<file path="src/rtl/vga_pkg.sv">
// Shared VGA framebuffer constants: screen geometry, coordinate/colour widths,
// RGB333 colour names and the rectangle filler state encoding.
package vga_pkg;
  localparam int unsigned XSCREEN = 640;
  localparam int unsigned YSCREEN = 480;
  localparam int unsigned COLOR_W = 9;
  localparam int unsigned X_W     = 10;
  localparam int unsigned Y_W     = 9;

  localparam logic [COLOR_W-1:0] BLACK = 9'h000;
  localparam logic [COLOR_W-1:0] WHITE = 9'h1FF;
  localparam logic [COLOR_W-1:0] RED   = 9'h1C0;
  localparam logic [COLOR_W-1:0] GREEN = 9'h038;
  localparam logic [COLOR_W-1:0] BLUE  = 9'h007;

  typedef enum logic [1:0] {
    IDLE,
    DRAW,
    DONE
  } fill_state_t;
endpackage

</file>
<file path="src/rtl/refresh_timer.sv">
// Auto-refresh interval counter with a single pending flag; counts only while
// enabled, INTERVAL of 0 disables it. Expiries while already pending are dropped.
module refresh_timer #(
  parameter int unsigned INTERVAL = 5_000_000
) (
  input  logic Clock,
  input  logic Resetn,
  input  logic enable,
  input  logic clear,
  output logic pending
);
  localparam int unsigned CNT_W = (INTERVAL > 1) ? $clog2(INTERVAL) : 1;
  localparam logic [CNT_W-1:0] LAST = CNT_W'((INTERVAL > 0) ? INTERVAL - 1 : 0);

  logic [CNT_W-1:0] cnt;

  always_ff @(posedge Clock) begin
    if (!Resetn || !enable || INTERVAL == 0) begin
      cnt     <= '0;
      pending <= 1'b0;
    end else if (cnt == LAST) begin
      // A fresh expiry outranks a same-cycle accept so the request is not lost.
      cnt     <= '0;
      pending <= 1'b1;
    end else begin
      cnt <= cnt + CNT_W'(1);
      if (clear)
        pending <= 1'b0;
    end
  end
endmodule

</file>
<file path="src/rtl/rect_fill_engine.sv">
// Rectangle filler for the VGA write port: host jobs plus periodic auto-refresh.
// Define RECT_FILL_CLIP_EN to clamp rectangles to the screen; otherwise they wrap.
module rect_fill_engine #(
  parameter int unsigned XSCREEN          = vga_pkg::XSCREEN,
  parameter int unsigned YSCREEN          = vga_pkg::YSCREEN,
  parameter int unsigned COLOR_W          = vga_pkg::COLOR_W,
  parameter int unsigned REFRESH_INTERVAL = 5_000_000,
  parameter int unsigned AUTO_X0          = 120,
  parameter int unsigned AUTO_Y0          = 0,
  parameter int unsigned AUTO_W           = 400,
  parameter int unsigned AUTO_H           = 80,
  parameter logic [COLOR_W-1:0] AUTO_COLOR = '0
) (
  input  logic                    Clock,
  input  logic                    Resetn,
  input  logic                    enable,
  input  logic                    req_valid,
  output logic                    req_ready,
  input  logic [vga_pkg::X_W-1:0] req_x,
  input  logic [vga_pkg::Y_W-1:0] req_y,
  input  logic [vga_pkg::X_W-1:0] req_w,
  input  logic [vga_pkg::Y_W-1:0] req_h,
  input  logic [COLOR_W-1:0]      req_color,
  output logic                    busy,
  output logic                    done,
  output logic [vga_pkg::X_W-1:0] VGA_x,
  output logic [vga_pkg::Y_W-1:0] VGA_y,
  output logic [COLOR_W-1:0]      VGA_color,
  output logic                    VGA_write,
  input  logic                    VGA_ready
);
  import vga_pkg::*;

  localparam logic [X_W:0]   XS  = (X_W+1)'(XSCREEN);
  localparam logic [Y_W:0]   YS  = (Y_W+1)'(YSCREEN);
  localparam logic [X_W-1:0] AX0 = X_W'(AUTO_X0);
  localparam logic [Y_W-1:0] AY0 = Y_W'(AUTO_Y0);
  localparam logic [X_W-1:0] AW  = X_W'(AUTO_W);
  localparam logic [Y_W-1:0] AH  = Y_W'(AUTO_H);

  fill_state_t        state;
  logic [X_W:0]       cx, x_org, x_end, cx_nxt, x_end_n;
  logic [Y_W:0]       cy, y_end, cy_nxt, y_end_n;
  logic [X_W-1:0]     src_x, src_w;
  logic [Y_W-1:0]     src_y, src_h;
  logic [COLOR_W-1:0] src_c;
  logic               write_q, busy_q, done_q;
  logic               pending, host_acc, auto_acc, zero_area;

  function automatic logic [X_W-1:0] wrap_x(input logic [X_W:0] v);
    logic [X_W:0] r;
    r = (v >= XS) ? v - XS : v;
    return r[X_W-1:0];
  endfunction

  function automatic logic [Y_W-1:0] wrap_y(input logic [Y_W:0] v);
    logic [Y_W:0] r;
    r = (v >= YS) ? v - YS : v;
    return r[Y_W-1:0];
  endfunction

  assign req_ready = (state == IDLE) && enable;
  assign host_acc  = req_valid && req_ready;
  assign auto_acc  = req_ready && pending && !req_valid;

  assign VGA_write = write_q && enable;
  assign busy      = busy_q && enable;
  assign done      = done_q && enable;

  assign cx_nxt = cx + (X_W+1)'(1);
  assign cy_nxt = cy + (Y_W+1)'(1);

  refresh_timer #(
    .INTERVAL(REFRESH_INTERVAL)
  ) u_refresh (
    .Clock  (Clock),
    .Resetn (Resetn),
    .enable (enable),
    .clear  (auto_acc),
    .pending(pending)
  );

  always_comb begin
    src_x = host_acc ? req_x     : AX0;
    src_y = host_acc ? req_y     : AY0;
    src_w = host_acc ? req_w     : AW;
    src_h = host_acc ? req_h     : AH;
    src_c = host_acc ? req_color : AUTO_COLOR;
    x_end_n = {1'b0, src_x} + {1'b0, src_w};
    y_end_n = {1'b0, src_y} + {1'b0, src_h};
`ifdef RECT_FILL_CLIP_EN
    if (x_end_n > XS) x_end_n = XS;
    if (y_end_n > YS) y_end_n = YS;
`endif
    // Covers w==0, h==0 and, when clamped, an origin at or past the edge.
    zero_area = (x_end_n <= {1'b0, src_x}) || (y_end_n <= {1'b0, src_y});
  end

  always_ff @(posedge Clock) begin
    if (!Resetn || !enable) begin
      state     <= IDLE;
      cx        <= '0;
      cy        <= '0;
      x_org     <= '0;
      x_end     <= '0;
      y_end     <= '0;
      VGA_x     <= '0;
      VGA_y     <= '0;
      VGA_color <= '0;
      write_q   <= 1'b0;
      busy_q    <= 1'b0;
      done_q    <= 1'b0;
    end else begin
      done_q <= 1'b0;
      case (state)
        IDLE: begin
          if (host_acc || auto_acc) begin
            x_org     <= {1'b0, src_x};
            x_end     <= x_end_n;
            y_end     <= y_end_n;
            cx        <= {1'b0, src_x};
            cy        <= {1'b0, src_y};
            VGA_x     <= wrap_x({1'b0, src_x});
            VGA_y     <= wrap_y({1'b0, src_y});
            VGA_color <= src_c;
            busy_q    <= 1'b1;
            if (zero_area) begin
              state  <= DONE;
              done_q <= 1'b1;
            end else begin
              state   <= DRAW;
              write_q <= 1'b1;
            end
          end
        end
        DRAW: begin
          if (VGA_ready) begin
            if (cx_nxt != x_end) begin
              cx    <= cx_nxt;
              VGA_x <= wrap_x(cx_nxt);
            end else if (cy_nxt != y_end) begin
              cx    <= x_org;
              cy    <= cy_nxt;
              VGA_x <= wrap_x(x_org);
              VGA_y <= wrap_y(cy_nxt);
            end else begin
              write_q <= 1'b0;
              done_q  <= 1'b1;
              state   <= DONE;
            end
          end
        end
        DONE: begin
          busy_q <= 1'b0;
          state  <= IDLE;
        end
        default: state <= IDLE;
      endcase
    end
  end
endmodule

</file>
<file path="config.mk">
export PLATFORM = sky130hd
export DESIGN_NAME = rect_fill_engine
export DESIGN_NICKNAME = d
export VERILOG_FILES = /design/src/rtl/vga_pkg.sv /design/src/rtl/refresh_timer.sv /design/src/rtl/rect_fill_engine.sv
export SDC_FILE = /design/constraint.sdc
export NUM_CORES = 1
export LEC_CHECK = 0
export BUFFER_PORTS_ARGS = -buffer_cell sky130_fd_sc_hd__buf_4
export CORE_MARGIN = 3
export CORE_UTILIZATION = 59
export DETAILED_ROUTE_END_ITERATION = 10
export PLACE_DENSITY = 0.78
export SYNTH_ARGS = -nofsm -noshare
export SYNTH_HDL_FRONTEND = slang
export SYNTH_HIERARCHICAL = 1
export SYNTH_SLANG_ARGS = --single-unit
export TNS_END_PERCENT = 20
</file>
<file path="constraint.sdc">
create_clock -name Clock -period 6.8 [get_ports Clock]
set_clock_uncertainty 0.05 [all_clocks]
set_input_delay 1.36 -clock Clock [delete_from_list [all_inputs] [get_ports Clock]]
set_output_delay 1.36 -clock Clock [all_outputs]
set_load 0.1 [all_outputs]
</file>
== After elaboration in Yosys (flattened, before gate mapping) ==
Cells that the tools add are included.
Word-level totals
  bits in registers: 109
  word-level logic and storage cells: 119
Cells by class
  $add $sub $neg: 10
  $lt $le $gt $ge: 7
  eq/ne operators: 12
  mux-type cells: 52
  reduce and logical (&&, ||, !) cells: 24
Operator list (count)
  10-bit 2-to-1 mux: 13
  9-bit 2-to-1 mux: 9
  11-bit 2-to-1 mux: 4
  10-bit case mux with 2 select lines: 2
  10-bit subtractor, second input constant: 3
  23-bit by 1-bit adder with 23-bit output, second input constant: 1
  23-bit equality test, second input constant: 1
  11-bit case mux with 2 select lines: 1
  10-bit greater-or-equal comparator, second input constant: 2
  9-bit case mux with 2 select lines: 1
  9-bit subtractor, second input constant: 2
  1-bit 2-to-1 mux: 13
  10-bit by 10-bit adder with 11-bit output: 1
  11-bit by 1-bit adder with 11-bit output, second input constant: 1
  11-bit by 10-bit greater-or-equal comparator with 1-bit output, second input constant: 1
  11-bit by 10-bit less-or-equal comparator with 1-bit output: 1
  11-bit inequality test: 1
  10-bit by 1-bit adder with 10-bit output, second input constant: 1
  9-bit by 9-bit adder with 10-bit output: 1
  10-bit by 9-bit greater-or-equal comparator with 1-bit output, second input constant: 1
  10-bit by 9-bit less-or-equal comparator with 1-bit output: 1
  2-bit 2-to-1 mux: 5
  10-bit inequality test: 1
  2-bit inequality test, second input constant: 5
  other kinds (17): 33

== Logic depth before layout (Yosys ltp) ==
Gate-level depths: netlist of run 1.
  depth after elaboration: 10
  depth in mapped cells: 23
  mapped depth without buffers: 20

== Modules after synthesis ==
The synthesis of run 1 kept the hierarchy.
Modules (own cells, without submodules)
  rect_fill_engine: instances 1, cells an instance 746, area an instance 5791.8 um2
  refresh_timer: instances 1, cells an instance 128, area an instance 1089.8 um2

== Worst setup path before layout of run 1 ==
Ideal clock, no wire load.
  kind: input to register
  from: input enable
  to: register write_q
  arrival: 5.762 ns
  data required time: 6.613 ns
  setup slack: 0.852 ns
  stages on the path: 21
  cells stage by stage: nor4bb_1 clkbuf_1 clkbuf_1 clkbuf_1 and2_1 ha_1 and3_1 a311oi_1 o41ai_1 a21oi_1 o211ai_1 xor2_1 ha_1 and3_1 nand3_1 or3_1 a2111oi_0 a311oi_1 o22ai_1 nor3b_1 a211oi_1
Between the ends
  longest elaborated chain between the ends: 8
  elaborated cells between the ends (all ways): 19
  those cells by class: add/sub (2); order compare (2); eq/ne (2); mux (4); reduce/logical (9)
Ends and longest elaborated chain
  start, declared: line rect_fill_engine.sv:16  | input logic enable,
  1-bit logical AND *: line rect_fill_engine.sv:62  | assign req_ready = (state == IDLE) && enable;
  1-bit logical AND *: line rect_fill_engine.sv:63  | assign host_acc = req_valid && req_ready;
  10-bit 2-to-1 mux (on tied branches): line rect_fill_engine.sv:84, rect_fill_engine.sv:86
  10-bit by 10-bit adder with 11-bit output *: line rect_fill_engine.sv:89  | x_end_n = {1'b0, src_x} + {1'b0, src_w};
  via x_end_n[9]: line rect_fill_engine.sv:42  | logic [X_W:0] cx, x_org, x_end, cx_nxt, x_end_n;
  11-bit by 10-bit less-or-equal comparator with 1-bit output *: line rect_fill_engine.sv:96  | zero_area = (x_end_n <= {1'b0, src_x}) || (y_end_n <= {1'b0, src_y});
  1-bit logical OR *: line rect_fill_engine.sv:96
  2-bit inequality test (no source line) *
  6-bit AND reduction (no source line) *
  end signal, assigned: line rect_fill_engine.sv:110  | write_q <= 1'b0;
  end signal, assigned: line rect_fill_engine.sv:132  | write_q <= 1'b1;
  end signal, assigned: line rect_fill_engine.sv:147  | write_q <= 1'b0;
  end, declared: line rect_fill_engine.sv:47  | logic write_q, busy_q, done_q;
The timed path passes the listed nets; every way through them passes the cells marked *.
A chain may end at the register's enable or synchronous reset.

== Worst setup path in the final report of run 1 ==
Same ends and word-level chain as after synthesis.

==> results of run 1 <==
[cell usage in the layout (no fill, tap or decap), types with 8 or more instances in the layout]
cell type / synthesis / final
nand4_1: 14 / 14
nor2b_1: 8 / 8
xor2_1: 27 / 27
clkbuf_16: 0 / 9
nand2b_1: 9 / 9
buf_4: 13 / 90
nor3_1: 11 / 11
a21oi_1: 86 / 86
and2_1: 22 / 22
or3_1: 9 / 9
nand2_1: 103 / 102
nor2_1: 70 / 70
inv_1: 37 / 37
a22oi_1: 9 / 9
nand3_1: 22 / 22
dfxtp_1: 97 / 97
a31oi_1: 11 / 11
mux2i_1: 11 / 11
xnor2_1: 41 / 41
o21ai_0: 42 / 42
ha_1: 43 / 43
[worst paths after layout]
| path | start | to | slack (ns) | cells after the start |
|---|---|---|---|---|
| worst min-delay path | x_org[1]$_SDFFE_PP0P_ | x_org[1]$_SDFFE_PP0P_ | 0.42 | 2 |
| worst min register to register | x_org[1]$_SDFFE_PP0P_ | x_org[1]$_SDFFE_PP0P_ | 0.42 | 2 |
| worst max register to register | state[1]$_SDFFE_PP0P_ | write_q$_SDFFE_PP0P_ | 1.47 | 18 |
| worst max-delay path | enable | write_q$_SDFFE_PP0P_ | 0.80 | 19 |
[flip-flops by register name, indices dropped and copies added, names as in the netlist]
name,flops
u_refresh/cnt,23
x_end,11
VGA_x,10
x_org,10
y_end,10
VGA_color,9
VGA_y,9
cy,5
cx,4
state,2
busy_q,1
done_q,1
u_refresh/pending,1
write_q,1
[power groups by stage]
stage / sequential, mW / clock (mW) / combinational, mW
2_1_floorplan: 0.626 / 0 / 0.243
3_3_place_gp: 0.612 / 0 / 0.340
3_5_place_dp: 0.613 / 0 / 0.352
4_1_cts: 0.600 / 0.527 / 0.354
5_1_grt: 0.603 / 0.552 / 0.391
6_report: 0.601 / 0.524 / 0.360
[critical path: cells and delay by family]
family                   cells  cell delay (ns)
AO/OA/AOI/OAI                8             2.04
AND/OR/NAND/NOR              7             1.92
adder cells (fa/ha/maj)      2             0.58
XOR/XNOR                     1             0.15
buffers and inverters        1             0.13
[kinds of logic (layout without fill, tap and decap cells)]
kind of cell | Yosys count | in the layout | synth area share [%]
buffers and inverters | 96 | 143 | 6.24
AOI/OAI and AO/OA | 230 | 230 | 21.8
and+or+nand+nor | 320 | 320 | 23.7
adders and majority gates | 44 | 44 | 8.11
xor gates and xnor gates | 71 | 71 | 9.55
muxes | 16 | 16 | 2.42
DFF | 97 | 97 | 28.2
[layout make-up]
cell class | count | share of cell area (%)
Clock inverter | 4 | 0.677
Tap cell | 140 | 2.26
Clock buffer | 12 | 3.18
Sequential cell | 97 | 25.0
Inverter | 37 | 1.79
Multi-Input combinational cell | 681 | 58.4
Timing Repair Buffer | 90 | 8.70
[metrics by stage]
| stage | instance area [um2] | util (%) | total power, mW |
|---|---|---|---|
| after floorplan | 6880 | - | 0.869 |
| after global placement | 7460 | 67.1 | 0.952 |
| after detailed placement | 7460 | 67.1 | 0.965 |
| after CTS | 7760 | 69.8 | 1.48 |
| after global routing | 7760 | 69.8 | 1.55 |
| final | 7760 | 69.8 | 1.48 |
[metal layers]
layer	wire length [um]	part of all wire, %
met5	0	0
met4	320	1.7
met3	1640	9.0
met2	8390	46
met1	7930	43
==> results.txt, run 1 <==
Run status = finished, final reports clean
Initial core utilization = 61.9%
Share of the synthesized area in the top cell type = 28.2%
DR DRC count = 0
Per-cell via count in the routed design = 6.23
Final count of pins violating max slew = 0
Slowest library cell on the worst path = nor4bb_4
Highest ir drop seen on vdd = 0.000146 V
Area taken by multi-input logic gates = 4530 um2
Htree depth = 3
Setup-violating endpoint count in the final report = 0
Nets in the synthesized netlist = 970
Wire length of the first global-routing pass = 30,100 um
Number of nets in the layout = 1,012
Critical path data required time = 6.97 ns
RD Place Congestion = 0.956
Largest stage delay, worst path = 0.55 ns
Netlist area before placement = 6880 um2
Clock Path Buffers = 2
Average wire length per cell after detail routing = 17.2 um
Num CTS Buffers = 9
Top cell types by occurrence after synthesis = nand2_1 (103), dfxtp_1 (97), a21oi_1 (86)
Source-to-sink clock delay at the later pin of the worst-skew pair = 0.35 ns
Hold bufs inserted after CTS = 0
CP Launch Type = primary input
Min Tclk post-route = 6.00 ns
Detailed-placement wirelength estimate = 13,500 um
Mean instance size in the synthesized netlist = 7.87 um2
Tightest Hold Check Type = flop to flop
Synthesis-to-layout area growth = 12.8%
Total internal power = 1.01 mW
M1 GR Usage = 39.5%
Net switching share of the total power = 31.9%
Worst-Margin Slew = 1.17 ns
Part of the power in combinational logic = 24.3%
Worst setup slack after placement = 0.642 ns
CTS resizes = 0
Worst-case setup margin in the final layout = 0.796 ns
Main area contributors after synthesis = dfxtp_1 (28%), ha_1 (7.8%), a21oi_1 (6.3%), nand2_1 (5.6%), xnor2_1 (5.2%)
Gr busiest metal = met2
Floorplan Core Area = 11,100 um2
Horizontal die dimension = 114 um
Total congestion overflow = 0
Power per cell area = 191 nW/um2
Site row count = 38
Netlist cell types = 79
Proportion of power drawn by flip-flops and latches = 40.5%
Critical path data arrival time = 6.18 ns
Net switching power = 473 uW
Most common flop cell mapped by yosys = dfxtp_1
Clock root buffer master = clkbuf_16
IO buf count = 83
Final number of hold-violating endpoints = 0
Post-Route Hold Slack = 0.416 ns
Die Footprint = 13,000 um2
Routed vias = 6,608
Final Instance Count excl. Fillers = 1,061
DRT Pass-1 Iters = 5
Warnings, synthesis = 6
Number of instances in the synthesized netlist = 874
Max_cap viols = 0
DR iter-0 viols = 616
Sink count of the clock tree = 97
Worst path cell trace = buf_4 -> nor4bb_4 -> and2_1 -> ha_1 -> and3_1 -> a311oi_1 -> o41ai_1 -> a21oi_1 -> o211ai_1 -> xor2_1 -> ha_1 -> and3_1 -> nand3_1 -> or3_1 -> a2111oi_0 -> a311oi_1 -> o22ai_1 -> nor3b_1 -> a211oi_1
Number of nets still failing antenna checks after routing = 0
Proportion of synthesized flip-flops having asynchronous set or reset = 0%
Initial antenna violation count = 0
Tcrit/Tclk final = 88.3%
Achievable clock frequency = 167 MHz
Critical path class = primary input to flop
Sequential cell area = 1940 um2
Number of flops mapped to enable cells by yosys = 0
Routed Wire Length = 18,300 um
Clock transition time at the flip-flop clock pins of the worst setup and hold paths = 0.07 ns
Met2 usage = 44.8%
Rel. slew slack = 21.5%
Leading cell type by number of instances after synthesis = nand2_1
Cell leakage power = 3.14 nW
Setup TNS = 0 ns
Number of placed I/O pins = 84
Vias in the first global route = 6,263
Number of flip-flops and latches in the synthesized netlist = 97
Library cell occupying the most area in the post-synthesis netlist = dfxtp_1
Clock tree from TritonCTS = yes
Antenna Diode Count = 0
Filler cell count in the final layout = 909
Portion of total power attributed to the clock network = 35.3%
Global routing usage on met3 = 5.46%
Sequential element share of the synthesized area = 28.2%
GRT Overall Usage = 28.4%
Largest fanout of any net on the critical path = 9
Type of destination of the critical path = flop
Post-CTS Setup Repair Bufs = 0
Unrepaired setup endpoints after global routing = false
Largest net degree at the start of global routing = 53
Height of the chip = 114 um
Layout cells sized above 1 = 15.0%
Number of cells after detailed placement = 1,045
Note: power is estimated with default switching activity, not from simulation.
==> run 2: changes to the inputs <==
CAP_MARGIN = 25   (was unset)
SYNTH_HIERARCHICAL = unset   (was 1)
==> results.txt, run 2 <==
Worst path top cell family by delay = compound AO/OA/AOI/OAI gates
Vias in the first global route = 6,231
Htree depth = 3
Warnings, synthesis = 0
Hold bufs inserted after CTS = 0
Number of placed I/O pins = 84
Total congestion overflow = 0
Rel. slew slack = 31.3%
Power per cell area = 196 nW/um2
Number of flops mapped to enable cells by yosys = 0
Slowest library cell on the worst path = and4bb_2
Sink count of the clock tree = 97
Site row count = 38
Mean instance size in the synthesized netlist = 7.90 um2
Worst-Margin Slew = 1.03 ns
Proportion of synthesized flip-flops having asynchronous set or reset = 0%
Number of flip-flops and latches in the synthesized netlist = 97
Netlist cell types = 85
Final number of hold-violating endpoints = 0
Critical path class = primary input to flop
Worst reg2reg setup slack = 2.11 ns
Tightest Hold Check Type = flop to flop
Average wire length per cell after detail routing = 17.7 um
Clock root buffer master = clkbuf_16
DR DRC count = 0
Antenna Diode Count = 0
Commonest non-fill, non-tap cells in the layout = nand2_1 (101), dfxtp_1 (97), nor2_1 (94)
DR iter-0 viols = 647
Clock transition time at the flip-flop clock pins of the worst setup and hold paths = 0.07 ns
Met1 layer wirelength in the final routing = 8420 um
Uppermost layer routed = met4
GRT Overall Usage = 28.8%
Tcrit/Tclk final = 77.4%
Sum of met2 wire segment lengths after detailed routing = 8180 um
Highest ir drop seen on vdd = 0.000148 V
Floorplan Core Area = 11,100 um2
Achievable clock frequency = 190 MHz
Critical path data required time = 6.99 ns
Detailed-placement wirelength estimate = 13,700 um
Count of buffering cells on the critical path with inverters included = 2
Routed vias = 6,660
Wire length of the first global-routing pass = 30,500 um
CTS resizes = 0
Most common flop cell mapped by yosys = dfxtp_1
Setup-violating endpoint count in the final report = 0
Layout cells sized above 1 = 15.0%
Number of instances in the synthesized netlist = 868
Largest fanout of any net on the critical path = 31
Flip-flop count of the largest register after layout = 23
Per-cell via count in the routed design = 6.31
Routed Wire Length = 18,600 um
IO buf count = 83
Source-to-sink clock delay at the later pin of the worst-skew pair = 0.35 ns
Met3 WL = 1660 um
Netlist area before placement = 6860 um2
Top Registers = u_refresh.cnt (23), x_end (11)
Clock tree from TritonCTS = yes
Number of nets in the layout = 1,004
CP Launch Type = primary input
Register ranked first by flip-flop count = u_refresh.cnt
Cell leakage power = 3.07 nW
Post-CTS Setup Repair Bufs = 0
Library cell occupying the most area in the post-synthesis netlist = dfxtp_1
Total power of the final layout = 1.51 mW
Synthesis-to-layout area growth = 12.0%
Worst path cell trace = buf_4 -> and4bb_2 -> buf_4 -> and2_1 -> ha_1 -> a31oi_1 -> a21oi_1 -> o41ai_1 -> xnor2_1 -> ha_1 -> nand4_1 -> nor2_1 -> a2111oi_0 -> o21ai_0 -> o21ai_1 -> a32o_1
Largest stage delay, worst path = 0.64 ns
Leading cell type in the layout, fill and taps excluded = nand2_1
Type of destination of the critical path = flop
Final count of pins violating max slew = 0
RD Place Congestion = 0.921
Height of the chip = 114 um
Unrepaired setup endpoints after global routing = false
Critical path data arrival time = 5.46 ns
Main area contributors after synthesis = dfxtp_1 (28%), ha_1 (7.7%), nand2_1 (5.6%), xnor2_1 (5.4%), nor2_1 (5.1%)
Min Tclk post-route = 5.26 ns
Largest net degree at the start of global routing = 49
Clock Path Buffers = 2
Horizontal die dimension = 114 um
DRT Pass-1 Iters = 8
Share of the synthesized area in the top cell type = 28.3%
Sequential element share of the synthesized area = 28.3%
Number of nets still failing antenna checks after routing = 0
Initial antenna violation count = 0
Run status = finished, final reports clean
Num CTS Buffers = 9
Initial core utilization = 61.9%
Top cell types by occurrence after synthesis = nand2_1 (102), dfxtp_1 (97), nor2_1 (94)
Leading cell type by number of instances after synthesis = nand2_1
Die Footprint = 13,000 um2
Nets in the synthesized netlist = 962
Max_cap viols = 0
Setup TNS = 0 ns
## run 2: per-stage QoR
step                      cell area (um2)  util, %  setup slack, ns  hold slack (ns)  instances
final                                7680     69.3             1.54            0.417       1055
after global routing                 7680     69.3             1.29            0.439       1055
after CTS                            7680     69.3             1.61            0.417       1055
after detailed placement             7370     66.5             1.31            0.407       1039
after global placement               7370     66.5             1.41            0.393       1039
after floorplan                      6860        -             1.26            0.380        868
## run 2: report_power, final
part	switching (mW)	internal, mW	leakage, nW
sequential	0.0197	0.582	0.785
combinational	0.222	0.130	2.14
clock	0.229	0.322	0.146
total	0.471	1.03	3.07
## run 2: cells by family after synthesis
family | Yosys count | synth area share [%]
buffers and inverters | 91 | 6.88
AO/OA/AOI/OAI | 207 | 20.0
flip-flops | 97 | 28.3
AND/OR/NAND/NOR | 335 | 23.9
adder cells (fa/ha/maj) | 47 | 8.39
multiplexers | 20 | 2.99
XOR/XNOR | 71 | 9.52
## run 2: cell type report
cell class / instances / area [um2]
fillers: 899 / 3400
multi-input cells: 680 / 4460
clock buffers: 11 / 233
well taps: 140 / 175
clock inverters: 5 / 80.1
inverters: 33 / 124
flip-flops and latches: 97 / 1940
repair buffers: 89 / 668
## run 2: per-layer routing
metal  track usage (%)  vias up
met4              9.50        0
met5                 0        -
met1              40.8     3144
met2              44.2      310
li1                  -     3164
met3              5.52       42
## run 2: path summary, 6_finish.rpt
path                                 to  cells past startpoint             startpoint
hold reg to reg   x_org[2]$_SDFFE_PP0P_                      2  x_org[2]$_SDFFE_PP0P_
hold / removal    x_org[2]$_SDFFE_PP0P_                      2  x_org[2]$_SDFFE_PP0P_
setup / recovery      done_q$_SDFF_PP0_                     16                 enable
setup reg to reg      done_q$_SDFF_PP0_                     15  state[0]$_SDFFE_PP0P_
## run 2: worst min-delay path, stage by stage, from the launching register on
cell and delay [ns]:
dfxtp_1 0.32, nand2_1 0.05, a21oi_1 0.05
